File: config.mk
export PLATFORM = sky130hd
export DESIGN_NAME = fetch_stage
export DESIGN_NICKNAME = d
export VERILOG_FILES = /design/src/rtl/fetch_stage.sv
export SDC_FILE = /design/constraint.sdc
export NUM_CORES = 1
export LEC_CHECK = 0
export ABC_CLOCK_PERIOD_IN_PS = 5400
export CAP_MARGIN = 0
export CORE_MARGIN = 3
export CORE_UTILIZATION = 43
export DETAILED_ROUTE_END_ITERATION = 8
export GPL_TIMING_DRIVEN = 0
export HOLD_SLACK_MARGIN = 0.08
export PLACE_DENSITY = 0.8
export SETUP_SLACK_MARGIN = 0.2
export SLEW_MARGIN = 25
export SYNTH_ARGS = -nofsm -noshare
export SYNTH_HDL_FRONTEND = slang
export SYNTH_SLANG_ARGS = --single-unit
File: constraint.sdc
create_clock -name clk -period 5.4 [get_ports clk]
set_input_delay 1.08 -clock clk [delete_from_list [all_inputs] [get_ports clk]]
set_output_delay 1.08 -clock clk [all_outputs]
set_load 0.02 [all_outputs]
File: src/rtl/fetch_stage.sv
// -----------------------------------------------------------------------------
// fetch_stage
//
// Instruction fetch stage of the RV32I core, directly upstream of instr_mem.
// Owns the PC, drives it combinationally as the byte address into instr_mem,
// and captures the returned word together with its PC into a small FIFO.
// The FIFO head is handed to decode as {if_pc, if_instr} over valid/ready.
// Branch/jump redirects from execute reload the PC and flush the FIFO.
//
// Optional feature macro: FETCH_MISALIGN_TRAP_EN
//   defined   : a redirect whose target has bits [1:0] != 0 flushes, raises
//               misalign and parks the stage in FAULT (no fetching) until an
//               aligned redirect arrives.
//   undefined : target bits [1:0] are silently cleared, misalign is tied 0,
//               FAULT is never entered.
//
// Parameters
//   ADDR_W    imem byte-address width; PC wraps modulo 2**ADDR_W
//   DEPTH     fetch FIFO entries (power of 2, >= 2)
//   RESET_PC  PC value loaded on reset
//
// Ports
//   clk          in   rising-edge clock
//   rst_n        in   asynchronous active-low reset
//   fetch_en     in   1 = fetch permitted; 0 = hold PC, no pushes
//   r_addr_imem  out  byte address to instr_mem (= pc)
//   r_data_imem  in   instruction word from instr_mem, same cycle
//   redirect     in   1-cycle pulse: load redirect_pc, flush FIFO
//   redirect_pc  in   redirect target; bits [ADDR_W-1:0] are used
//   if_valid     out  FIFO head holds a valid instruction
//   if_ready     in   decode accepts the head this cycle
//   if_instr     out  head instruction word (0 when empty)
//   if_pc        out  head PC, zero-extended (0 when empty)
//   misalign     out  misaligned-target fault flag
//   state_dbg    out  FSM state (0 = RUN, 1 = FAULT)
//
// Handshake: a word transfers to decode on every rising edge where
// if_valid && if_ready are both high and redirect is low. While if_valid is
// high and no transfer has happened, if_pc/if_instr hold steady. A redirect
// drops the head even if if_ready is high.
// -----------------------------------------------------------------------------
module fetch_stage #(
    parameter int ADDR_W   = 7,
    parameter int DEPTH    = 2,
    parameter int RESET_PC = 0
) (
    input  logic              clk,
    input  logic              rst_n,
    input  logic              fetch_en,
    output logic [ADDR_W-1:0] r_addr_imem,
    input  logic [31:0]       r_data_imem,
    input  logic              redirect,
    input  logic [31:0]       redirect_pc,
    output logic              if_valid,
    input  logic              if_ready,
    output logic [31:0]       if_instr,
    output logic [31:0]       if_pc,
    output logic              misalign,
    output logic              state_dbg
);

    localparam int PTR_W = (DEPTH > 1) ? $clog2(DEPTH) : 1;
    localparam int CNT_W = $clog2(DEPTH) + 1;

    localparam logic [ADDR_W-1:0] RESET_PC_RAW = ADDR_W'(RESET_PC);
    // PC is always kept word aligned.
    localparam logic [ADDR_W-1:0] RESET_PC_A   = {RESET_PC_RAW[ADDR_W-1:2], 2'b00};
    localparam logic [CNT_W-1:0]  DEPTH_C      = CNT_W'(DEPTH);

    typedef enum logic {
        ST_RUN   = 1'b0,
        ST_FAULT = 1'b1
    } state_t;

    state_t state_q, state_d;

    logic [ADDR_W-1:0] pc_q;
    logic [ADDR_W-1:0] target_pc;
    logic [CNT_W-1:0]  count_q;
    logic [PTR_W-1:0]  head_q, tail_q;
    logic [ADDR_W-1:0] mem_pc    [DEPTH];
    logic [31:0]       mem_instr [DEPTH];

    logic push, pop;
    logic target_misaligned;

    // Upper target bits beyond the imem window are intentionally ignored.
    logic unused_redirect_bits;
    assign unused_redirect_bits = ^{redirect_pc[31:ADDR_W], redirect_pc[1:0]};

    assign target_pc = {redirect_pc[ADDR_W-1:2], 2'b00};

`ifdef FETCH_MISALIGN_TRAP_EN
    assign target_misaligned = |redirect_pc[1:0];
`else
    assign target_misaligned = 1'b0;
`endif

    // -------------------------------------------------------------------------
    // Handshake and FIFO control
    // -------------------------------------------------------------------------
    assign if_valid = (count_q != '0);

    // Redirect wins over both sides of the FIFO.
    assign pop  = if_valid & if_ready & ~redirect;
    // A full FIFO may still accept a word when the head leaves the same cycle.
    assign push = (state_q == ST_RUN) & fetch_en & ~redirect &
                  ((count_q < DEPTH_C) | pop);

    assign r_addr_imem = pc_q;

    // Head is read straight from registered storage; outputs read as zero
    // whenever nothing valid is held.
    assign if_instr = if_valid ? mem_instr[head_q]   : 32'd0;
    assign if_pc    = if_valid ? 32'(mem_pc[head_q]) : 32'd0;

    // -------------------------------------------------------------------------
    // FSM: RUN fetches; FAULT parks after a misaligned target
    // -------------------------------------------------------------------------
    always_comb begin
        state_d = state_q;
        if (redirect) begin
            state_d = target_misaligned ? ST_FAULT : ST_RUN;
        end
    end

    assign state_dbg = (state_q == ST_FAULT);

    always_ff @(posedge clk or negedge rst_n) begin
        if (!rst_n) begin
            state_q <= ST_RUN;
        end else begin
            state_q <= state_d;
        end
    end

`ifdef FETCH_MISALIGN_TRAP_EN
    always_ff @(posedge clk or negedge rst_n) begin
        if (!rst_n) begin
            misalign <= 1'b0;
        end else if (redirect) begin
            misalign <= target_misaligned;
        end
    end
`else
    assign misalign = 1'b0;
`endif

    // -------------------------------------------------------------------------
    // PC
    // -------------------------------------------------------------------------
    always_ff @(posedge clk or negedge rst_n) begin
        if (!rst_n) begin
            pc_q <= RESET_PC_A;
        end else if (redirect) begin
            pc_q <= target_pc;
        end else if (push) begin
            // Natural wrap modulo 2**ADDR_W.
            pc_q <= pc_q + ADDR_W'(4);
        end
    end

    // -------------------------------------------------------------------------
    // FIFO pointers and occupancy
    // -------------------------------------------------------------------------
    always_ff @(posedge clk or negedge rst_n) begin
        if (!rst_n) begin
            count_q <= '0;
            head_q  <= '0;
            tail_q  <= '0;
        end else if (redirect) begin
            count_q <= '0;
            head_q  <= '0;
            tail_q  <= '0;
        end else begin
            if (push) begin
                tail_q <= (tail_q == PTR_W'(DEPTH - 1)) ? '0 : tail_q + PTR_W'(1);
            end
            if (pop) begin
                head_q <= (head_q == PTR_W'(DEPTH - 1)) ? '0 : head_q + PTR_W'(1);
            end
            case ({push, pop})
                2'b10:   count_q <= count_q + CNT_W'(1);
                2'b01:   count_q <= count_q - CNT_W'(1);
                default: count_q <= count_q;
            endcase
        end
    end

    // Storage needs no reset: entries are only visible while counted valid.
    always_ff @(posedge clk) begin
        if (push) begin
            mem_pc[tail_q]    <= pc_q;
            mem_instr[tail_q] <= r_data_imem;
        end
    end

endmodule

==> results of run 1 <==
## area by class of cell
class / instances / area [sq um] / share of cell area
Inverter: 3 / 11.26 / 0.002297
Buffer: 42 / 287.8 / 0.05870
Sequential cell: 83 / 2447 / 0.4992
Multi-Input combinational cell: 151 / 923.4 / 0.1884
Timing Repair Buffer: 90 / 895.9 / 0.1827
Clock buffer: 11 / 131.4 / 0.02680
Clock inverter: 5 / 77.57 / 0.01582
Tap cell: 102 / 127.6 / 0.02603
## sequential cells by signal, indices dropped and copies added (netlist names)
name         count
mem_instr       64
mem_pc          10
r_addr_imem      5
count_q          2
head_q           1
tail_q           1
## stage by stage
step                      setup WS (ps)  instance area [sq um]  TNS (ps)  power (mW)    util
after detailed placement           1962                   4693         0       1.023  0.5981
after global routing               1608                   4902         0       1.530  0.6247
after global placement            -1256                   4608    -80400       1.013  0.5872
final                              1861                   4902         0       1.469  0.6247
after CTS                          1795                   4902         0       1.487  0.6247
after floorplan                   830.2                   3660         0      0.9064       -
## path summary, 6_finish.rpt
| check | start | endpoint | depth (start not counted) |
|---|---|---|---|
| max | count_q[1]$_DFFE_PN0P_ | if_instr[4] | 5 |
| min | r_addr_imem[4]$_DFFE_PN0P_ | mem_pc[0][4]$_DFFE_PP_ | 0 |
| max reg2reg | count_q[1]$_DFFE_PN0P_ | mem_instr[1][10]$_DFFE_PP_ | 6 |
| min reg2reg | r_addr_imem[4]$_DFFE_PN0P_ | mem_pc[0][4]$_DFFE_PP_ | 0 |
| max in group asynchronous | rst_n | r_addr_imem[3]$_DFFE_PN0P_ | 1 |
| min in group asynchronous | rst_n | r_addr_imem[6]$_DFFE_PN0P_ | 1 |
## kinds of logic after synthesis
logic type / after synthesis / synth area share
and+or+nand+nor: 65 / 0.08606
buffers and inverters: 45 / 0.08430
xor gates and xnor gates: 1 / 0.002470
DFF: 83 / 0.6899
other: 1 / 0.001057
AOI/OAI and AO/OA: 16 / 0.02821
muxes: 37 / 0.1044
adders and majority gates: 1 / 0.003527
## cell usage in the layout, fill, tap and decap left out, types with 2 or more instances in the layout
cell type,count
a31oi_1,4
edfxtp_1,74
inv_1,3
mux2i_1,37
or4_1,2
buf_4,35
clkinv_2,2
conb_1,31
or2b_1,2
nand2_1,6
buf_6,5
dfrtp_1,9
o21ai_0,5
clkdlybuf4s50_1,82
or3_2,2
a21oi_1,3
bufinv_16,2
clkbuf_8,9
clkbuf_1,6
nor2_1,43
nand3_1,2
buf_2,4
o31ai_1,2
## worst register-to-register path: stages (launching register included)
cell,delay (ps)
dfrtp_1,460
or2b_1,200
nand2_1,110
nor3b_2,560
buf_6,230
buf_6,150
buf_4,190
## power groups by stage
| stage | clock, mW | sequential, mW | combinational, mW |
|---|---|---|---|
| 2_1_floorplan | 0 | 0.761 | 0.146 |
| 3_3_place_gp | 0 | 0.758 | 0.255 |
| 3_5_place_dp | 0 | 0.758 | 0.265 |
| 4_1_cts | 0.477 | 0.744 | 0.266 |
| 5_1_grt | 0.500 | 0.747 | 0.283 |
| 6_report | 0.462 | 0.744 | 0.263 |
## metal layers
layer / GRT usage / vias up
met3: 0.03317 / 6
met4: 0.06156 / 0
met1: 0.1651 / 1049
met2: 0.2611 / 83
met5: 0 / -
li1: - / 1093
==> impl_metrics.py, run 1 <==
metrics = {
    "floorplan": {
        "row_count": 32,
        "io_pins": 143,
        "die_h_microns": 96.83,
        "dieArea_sq_mm": 0.009375,
        "core_area_sq_mm": 0.007848,
        "initial_utilization": 0.4520,
        "fp.dieW_microns": 96.83,
    },
    "timing": {
        "setup_viol": 0,
        "slew_headroom": 0.5553,
        "min_period_ps": 3539,
        "finalCritPeriodShare": 0.6554,
        "finalHoldViolCount": 0,
        "holdWs_ps": 567.9,
        "drv_slew": 0,
        "worstMarginPinSlew_ps": 663.5,
        "fmax_mhz": 282.5,
        "rsz0062_at_grt": "false",
        "fin_skew_ps": 13.31,
    },
    "clock_tree": {
        "htree_levels": 3,
        "clkSinkCount": 83,
        "cts.clk_slew.worst_paths_ps": 80,
        "clk_latency_ps": 340,
        "numCtsBuffers": 9,
        "post_cts_resized": 0,
        "holdBufCountCts": 0,
        "post_cts_buffers": 0,
        "cts_root_buf": "clkbuf_8",
        "clock_path_buffers": 2,
        "cts_tree": "yes",
    },
    "critical_path": {
        "crit_path_max_fanout": 10,
        "r2r_slack_ps": 3200,
        "worstSetupPathType": "flop to primary output",
        "crit_required_ps": 4320,
        "crit_buf_inv": 3,
        "cp_data_arrival_time_ps": 2460,
        "crit_path_max_incr_delay_ps": 560,
        "cp_slowest_cell": "clkdlybuf4s50_1",
        "crit_chain": "nor2_1 > clkbuf_1 > buf_1 > nor2_1 > clkdlybuf4s50_1",
        "crit_top_cell": "nor2_1",
        "end_kind": "primary output",
        "cp_top_family": "buffers and inverters",
        "critPathLaunchType": "flop",
    },
    "synthesis": {
        "synth_seq_cells": 83,
        "async_flop_share": 0.1084,
        "synth_edf_count": 74,
        "ys_warn_count": 0,
        "synth_common_cells": "74 x edfxtp_1, 43 x nor2_1, 37 x mux2i_1, 31 x buf_4, 9 x dfrtp_1",
        "syn_inst": 249,
        "synth_area_leaders": "edfxtp_1 63%, mux2i_1 10%, buf_4 6.6%",
        "synth_top_area_share": 0.6265,
        "synth_ff_type": "edfxtp_1",
        "synth-seq-area-share": 0.6899,
        "yosysMostFrequentCell": "edfxtp_1",
        "synth_area_per_cell_sq_um": 14.25,
        "synth_cell_types": 33,
        "synth_top_area_cell": "edfxtp_1",
        "syn-cell-area_sq_mm": 0.003547,
    },
    "route": {
        "ant_nets": 0,
        "drc": 0,
        "met1_length_microns": 2694,
        "vias": 2231,
        "highest_layer": "met4",
        "drt_iter0_markers": 98,
        "route.met2.wl_microns": 3566,
        "drt-total-wl_microns": 6757,
        "dr.pass1.iters": 4,
        "wl_per_cell_microns": 13.87,
        "wl_met3_microns": 420,
        "via_per_inst": 4.581,
    },
    "power": {
        "p_sw_frac": 0.2409,
        "intPower_mw": 1.115,
        "share_clk_of_total_power": 0.315,
        "p_leak_nw": 1.820,
        "power_frac_seq": 0.506,
        "combPwrFrac": 0.179,
        "power_switching_uw": 353.9,
        "p_per_area_mw_per_mm2": 299.6,
        "ir_drop_v": 0.0001904,
    },
    "run_status": {
        "status": "finished clean",
    },
    "placement": {
        "place_congestion": 0.7904,
        "numPortBuffers": 82,
        "dp_cells": 471,
        "hpwlAfterDp_microns": 4991,
    },
    "global_routing": {
        "grt_overflow": 0,
        "grt_max_degree": 14,
        "grt_pass1_vias": 2252,
        "antenna_found_initial": 0,
        "grt_usage": 0.1453,
        "grt_pass1_wl_microns": 10930,
    },
    "job": {
        "maxCapViolCount": 0,
    },
    "layout": {
        "area_delta_synth_final_pct": 38.20,
        "final_cell_count_no_fill": 487,
        "fillers": 626,
        "drive_above_1_share": 0.1714,
        "fin_nets": 450,
        "antenna_cells": 0,
    },
    "worst_hold_path": {
        "hold_path_class": "flop to flop",
    },
}
No activity file was read; power rests on OpenSTA's default activity.
==> run 2, diff against run 1 <==
Settings changed: ABC_CLOCK_PERIOD_IN_PS 5400 to 2900, CORE_UTILIZATION 43 to 39, PLACE_DENSITY 0.8 to 0.76.
Clock period 5.4 ns to 2.9 ns, I/O delays scaled along.
==> impl_metrics.py, run 2 (synthesis results as in run 1) <==
metrics = {
    "run_status": {
        "status": "finished clean",
    },
    "clock_tree": {
        "cts_root_buf": "clkbuf_8",
        "clkSinkCount": 83,
        "htree_levels": 3,
        "cts_tree": "yes",
        "post_cts_buffers": 0,
        "clk_latency_ps": 340,
        "holdBufCountCts": 0,
        "numCtsBuffers": 9,
        "cts.clk_slew.worst_paths_ps": 80,
        "clock_path_buffers": 2,
    },
    "critical_path": {
        "critPathLaunchType": "flop",
        "r2r_slack_ps": 970,
        "crit_required_ps": 2320,
        "worstReg2RegStart": "count_q[1]$_DFFE_PN0P_",
        "worstRegToRegCells": 4,
        "worstReg2RegEnd": "mem_instr[1][16]$_DFFE_PP_",
        "worstSetupPathType": "flop to primary output",
        "end_kind": "primary output",
        "crit_path_max_fanout": 10,
        "cp_data_arrival_time_ps": 1980,
    },
    "route": {
        "vias": 2224,
        "drc": 0,
        "drt-total-wl_microns": 6652,
        "dr.pass1.iters": 4,
        "drt_iter0_markers": 67,
        "wl_per_cell_microns": 13.60,
        "ant_nets": 0,
        "via_per_inst": 4.548,
    },
    "power": {
        "p_total_mw": 2.915,
        "intPower_mw": 2.254,
        "p_leak_nw": 1.973,
        "p_per_area_mw_per_mm2": 584.9,
        "combPwrFrac": 0.168,
        "power_switching_uw": 660.6,
        "power_frac_seq": 0.475,
        "share_clk_of_total_power": 0.357,
        "p_sw_frac": 0.2266,
        "ir_drop_v": 0.0003475,
    },
    "floorplan": {
        "die_h_microns": 101.4,
        "io_pins": 143,
        "row_count": 34,
        "core_area_sq_mm": 0.008763,
        "dieArea_sq_mm": 0.01028,
        "initial_utilization": 0.4048,
        "fp.dieW_microns": 101.4,
    },
    "global_routing": {
        "grt_usage": 0.1323,
        "grt_overflow": 0,
        "antenna_found_initial": 0,
        "grt_max_degree": 16,
        "grt_pass1_wl_microns": 10330,
        "grt_pass1_vias": 2224,
    },
    "timing": {
        "slew_headroom": 0.6155,
        "finalCritPeriodShare": 0.8836,
        "worstMarginPinSlew_ps": 576.7,
        "fin_skew_ps": 8.256,
        "setup_slack_ps": 337.5,
        "rsz0062_at_grt": "true",
        "finalHoldViolCount": 0,
        "fmax_mhz": 390.3,
        "setup_viol": 0,
        "drv_slew": 0,
        "min_period_ps": 2562,
    },
    "layout": {
        "area_delta_synth_final_pct": 40.49,
        "final_common_cell": "edfxtp_1",
        "final_area_sq_mm": 0.004984,
        "fin_nets": 446,
        "antenna_cells": 0,
        "final_cell_mix": "74 x edfxtp_1, 73 x clkdlybuf4s50_1, 43 x nor2_1",
        "largest_reg_flops": 64,
        "drive_above_1_share": 0.1759,
        "regMostFlops": "mem_instr",
    },
    "placement": {
        "hpwlAfterDp_microns": 4846,
        "numPortBuffers": 82,
        "dpl_cell_area_sq_mm": 0.004683,
        "place_ws_ps": 153.1,
        "place_congestion": 0.8303,
    },
    "job": {
        "maxCapViolCount": 0,
    },
    "worst_hold_path": {
        "hold_path_class": "primary input to async pin",
    },
}
## run 2: changes by cell type in the layout (fill, tap and decap cells not counted), sizes merged
cell | previous run | this run
clkdlybuf4s50 | 82 | 73
dlymetal6s2s | 0 | 8
buf | 45 | 41
bufinv | 2 | 4
clkinv | 2 | 1
clkinvlp | 1 | 0
dlygate4sd2 | 0 | 1
## run 2: how the worst max path moves through the flow
| stage | cells after the start | start | to | slack (ps) |
|---|---|---|---|---|
| 3_3_place_gp | 4 | if_ready | mem_instr[1][20]$_DFFE_PP_ | -550 |
| 4_1_cts | 5 | count_q[1]$_DFFE_PN0P_ | if_instr[8] | 170 |
| 2_1_floorplan | 3 | fetch_en | mem_instr[1][0]$_DFFE_PP_ | 560 |
| 5_1_grt | 5 | count_q[1]$_DFFE_PN0P_ | if_instr[9] | 190 |
| 3_5_place_dp | 5 | count_q[1]$_DFFE_PN0P_ | if_instr[8] | 150 |
| 6_report | 5 | count_q[1]$_DFFE_PN0P_ | if_instr[14] | 340 |
## run 2: timing repair
action	CTS	global route
resized for setup	9	15
cloned	0	0
endpoints found under the setup margin	21	24
## run 2: stage by stage
stage,util,instances,hold slack [ps],setup TNS (ps)
3_3_place_gp,0.5293,469,527.7,-35330
5_1_grt,0.5687,489,564.0,0
3_5_place_dp,0.5344,473,532.9,0
4_1_cts,0.5652,489,537.6,0
2_1_floorplan,-,279,284.4,0
6_report,0.5687,489,542.7,0
## run 2: area by class of cell
cell class | instances | area, sq um
fill | 744 | 3780
sequential | 83 | 2449
multi-input combinational | 151 | 935.9
timing repair buffer | 86 | 884.6
buffer | 42 | 311.5
tap | 108 | 135.1
clock buffer | 11 | 131.4
clock inverter | 5 | 125.1
inverter | 3 | 11.26
## run 2: per-layer routing
metal  track usage  vias to the layer above  wire length [microns]
li1              -                     1086                      -
met1        0.1480                     1042                   2657
met2        0.2374                       87                   3422
met3       0.03926                        9                    486
met4       0.04908                        0                     85
met5             0                        -                      0
## run 2: power groups by stage
| stage | registers, mW | logic [mW] | clock network [mW] |
|---|---|---|---|
| floorplan | 1.41 | 0.274 | 0 |
| global placement | 1.41 | 0.478 | 0 |
| detailed placement | 1.41 | 0.490 | 0 |
| CTS | 1.39 | 0.496 | 1.07 |
| global route | 1.39 | 0.530 | 1.12 |
| finish | 1.38 | 0.491 | 1.04 |
## run 2: critical path, stage by stage (launching register included)
cell,delay [ps]
dfrtp_2,460
nor2_1,140
clkbuf_4,230
clkbuf_4,220
nor2_1,60
clkdlybuf4s50_1,530
==> run 3, diff against run 2 <==
Settings changed: CORE_UTILIZATION 39 to 33, PLACE_DENSITY 0.76 to 0.66.
==> impl_metrics.py, run 3 (synthesis results as in run 1) <==
metrics = {
    "route": {
        "ant_nets": 0,
        "drt_iter0_markers": 94,
        "vias": 2241,
        "drt-total-wl_microns": 6991,
        "via_per_inst": 4.335,
        "wl_per_cell_microns": 13.52,
        "dr.pass1.iters": 4,
        "drc": 0,
    },
    "clock_tree": {
        "clock_path_buffers": 2,
        "cts_root_buf": "clkbuf_8",
        "cts.clk_slew.worst_paths_ps": 90,
        "numCtsBuffers": 9,
        "clkSinkCount": 83,
        "htree_levels": 3,
        "clk_latency_ps": 350,
        "holdBufCountCts": 0,
        "cts_tree": "yes",
    },
    "layout": {
        "final_cell_mix": "82 x clkdlybuf4s50_1, 74 x edfxtp_1, 43 x nor2_1",
        "area_delta_synth_final_pct": 40.18,
        "regMostFlops": "mem_instr",
        "largest_reg_flops": 64,
        "fin_util": 0.4795,
        "antenna_cells": 0,
        "fin_nets": 447,
        "final_common_cell": "clkdlybuf4s50_1",
        "drive_above_1_share": 0.1785,
        "final_cell_count_no_fill": 517,
    },
    "critical_path": {
        "critPathLaunchType": "flop",
        "end_kind": "primary output",
        "cp_data_arrival_time_ps": 2040,
        "worstSetupPathType": "flop to primary output",
        "crit_required_ps": 2320,
        "crit_path_max_fanout": 10,
    },
    "floorplan": {
        "core_area_sq_mm": 0.01037,
        "dieArea_sq_mm": 0.01203,
        "io_pins": 143,
        "row_count": 37,
        "initial_utilization": 0.3421,
        "fp.dieW_microns": 109.7,
        "die_h_microns": 109.7,
    },
    "global_routing": {
        "grt_pass1_vias": 2176,
        "grt_pass1_wl_microns": 10730,
        "grt_overflow": 0,
        "grt_max_degree": 15,
        "grt_usage": 0.1182,
        "antenna_found_initial": 0,
    },
    "placement": {
        "dp_cells": 502,
        "place_ws_ps": -14.82,
        "numPortBuffers": 82,
        "hpwlAfterDp_microns": 5015,
        "place_congestion": 0.7701,
    },
    "run_status": {
        "status": "finished clean",
    },
    "timing": {
        "finalHoldViolCount": 0,
        "rsz0062_at_grt": "true",
        "fin_skew_ps": 13.31,
        "holdWs_ps": 531.4,
        "fmax_mhz": 382.2,
        "min_period_ps": 2616,
        "worstMarginPinSlew_ps": 655.4,
        "finalSetupTns_ps": 0,
        "slew_headroom": 0.5617,
        "setup_viol": 0,
        "setup_slack_ps": 283.7,
        "finalCritPeriodShare": 0.9022,
        "drv_slew": 0,
    },
    "power": {
        "p_per_area_mw_per_mm2": 557.7,
        "ir_drop_v": 0.0002441,
        "p_leak_nw": 1.826,
    },
    "job": {
        "maxCapViolCount": 0,
    },
    "worst_hold_path": {
        "hold_path_class": "primary input to async pin",
    },
}
[run 3: changes by cell type in the layout (fill, tap and decap cells not counted)]
cell	previous run	this run
clkdlybuf4s50_1	73	82
dlymetal6s2s_1	8	0
buf_6	6	4
buf_8	0	2
bufinv_16	4	2
clkinv_4	0	2
buf_4	34	35
clkbuf_1	3	2
clkinv_2	1	0
dlygate4sd2_1	1	0
inv_6	0	1
[run 3: layout make-up]
type                    instances  area (sq um)
repair buffers                 87         884.6
multi-input cells             151         935.9
inverters                       3         11.26
clock inverters                 5         86.33
well taps                     136         170.2
clock buffers                  10         127.6
plain buffers                  42         307.8
fillers                       931          5398
flip-flops and latches         83          2449
[run 3: stage by stage]
stage,cell area [sq um],total power [mW]
floorplan,3682,1.689
global placement,4673,1.895
detailed placement,4737,1.909
CTS,4969,2.805
global route,4972,2.891
finish,4972,2.773
[run 3: repair_timing]
| action | CTS | global route |
|---|---|---|
| pin swaps | 0 | 0 |
| setup buffers | 0 | 0 |
| resized for setup | 9 | 4 |
| endpoints found under the setup margin | 23 | 30 |
[run 3: layer usage]
layer,global-route usage,wire [microns],vias up
met4,0.04274,78,0
met5,0,0,-
met1,0.1418,2930,1052
met3,0.03523,525,7
li1,-,-,1088
met2,0.2014,3456,94
[run 3: final timing paths]
| path | from | to | slack (ps) | cells past startpoint |
|---|---|---|---|---|
| max in group asynchronous | rst_n | count_q[1]$_DFFE_PN0P_ | 2030 | 1 |
| min in group clk | r_addr_imem[4]$_DFFE_PN0P_ | mem_pc[0][4]$_DFFE_PP_ | 570 | 0 |
| worst max-delay path | count_q[0]$_DFFE_PN0P_ | if_instr[8] | 280 | 5 |
| worst max register to register | count_q[1]$_DFFE_PN0P_ | mem_instr[0][13]$_DFFE_PP_ | 750 | 5 |
| worst min-delay path | rst_n | r_addr_imem[4]$_DFFE_PN0P_ | 530 | 1 |
| worst min register to register | r_addr_imem[4]$_DFFE_PN0P_ | mem_pc[0][4]$_DFFE_PP_ | 570 | 0 |
[run 3: critical path: stages (launching register included)]
cell             delay, ps
dfrtp_1                440
nor2_1                  80
clkbuf_4               200
buf_4                  200
nor2_1                 160
clkdlybuf4s50_1        620
[run 3: report_power, final]
part / internal, mW / switching [mW] / leakage, nW
registers: 1.36 / 0.0260 / 0.788
logic: 0.241 / 0.259 / 0.932
clock network: 0.487 / 0.402 / 0.107
total: 2.09 / 0.687 / 1.83
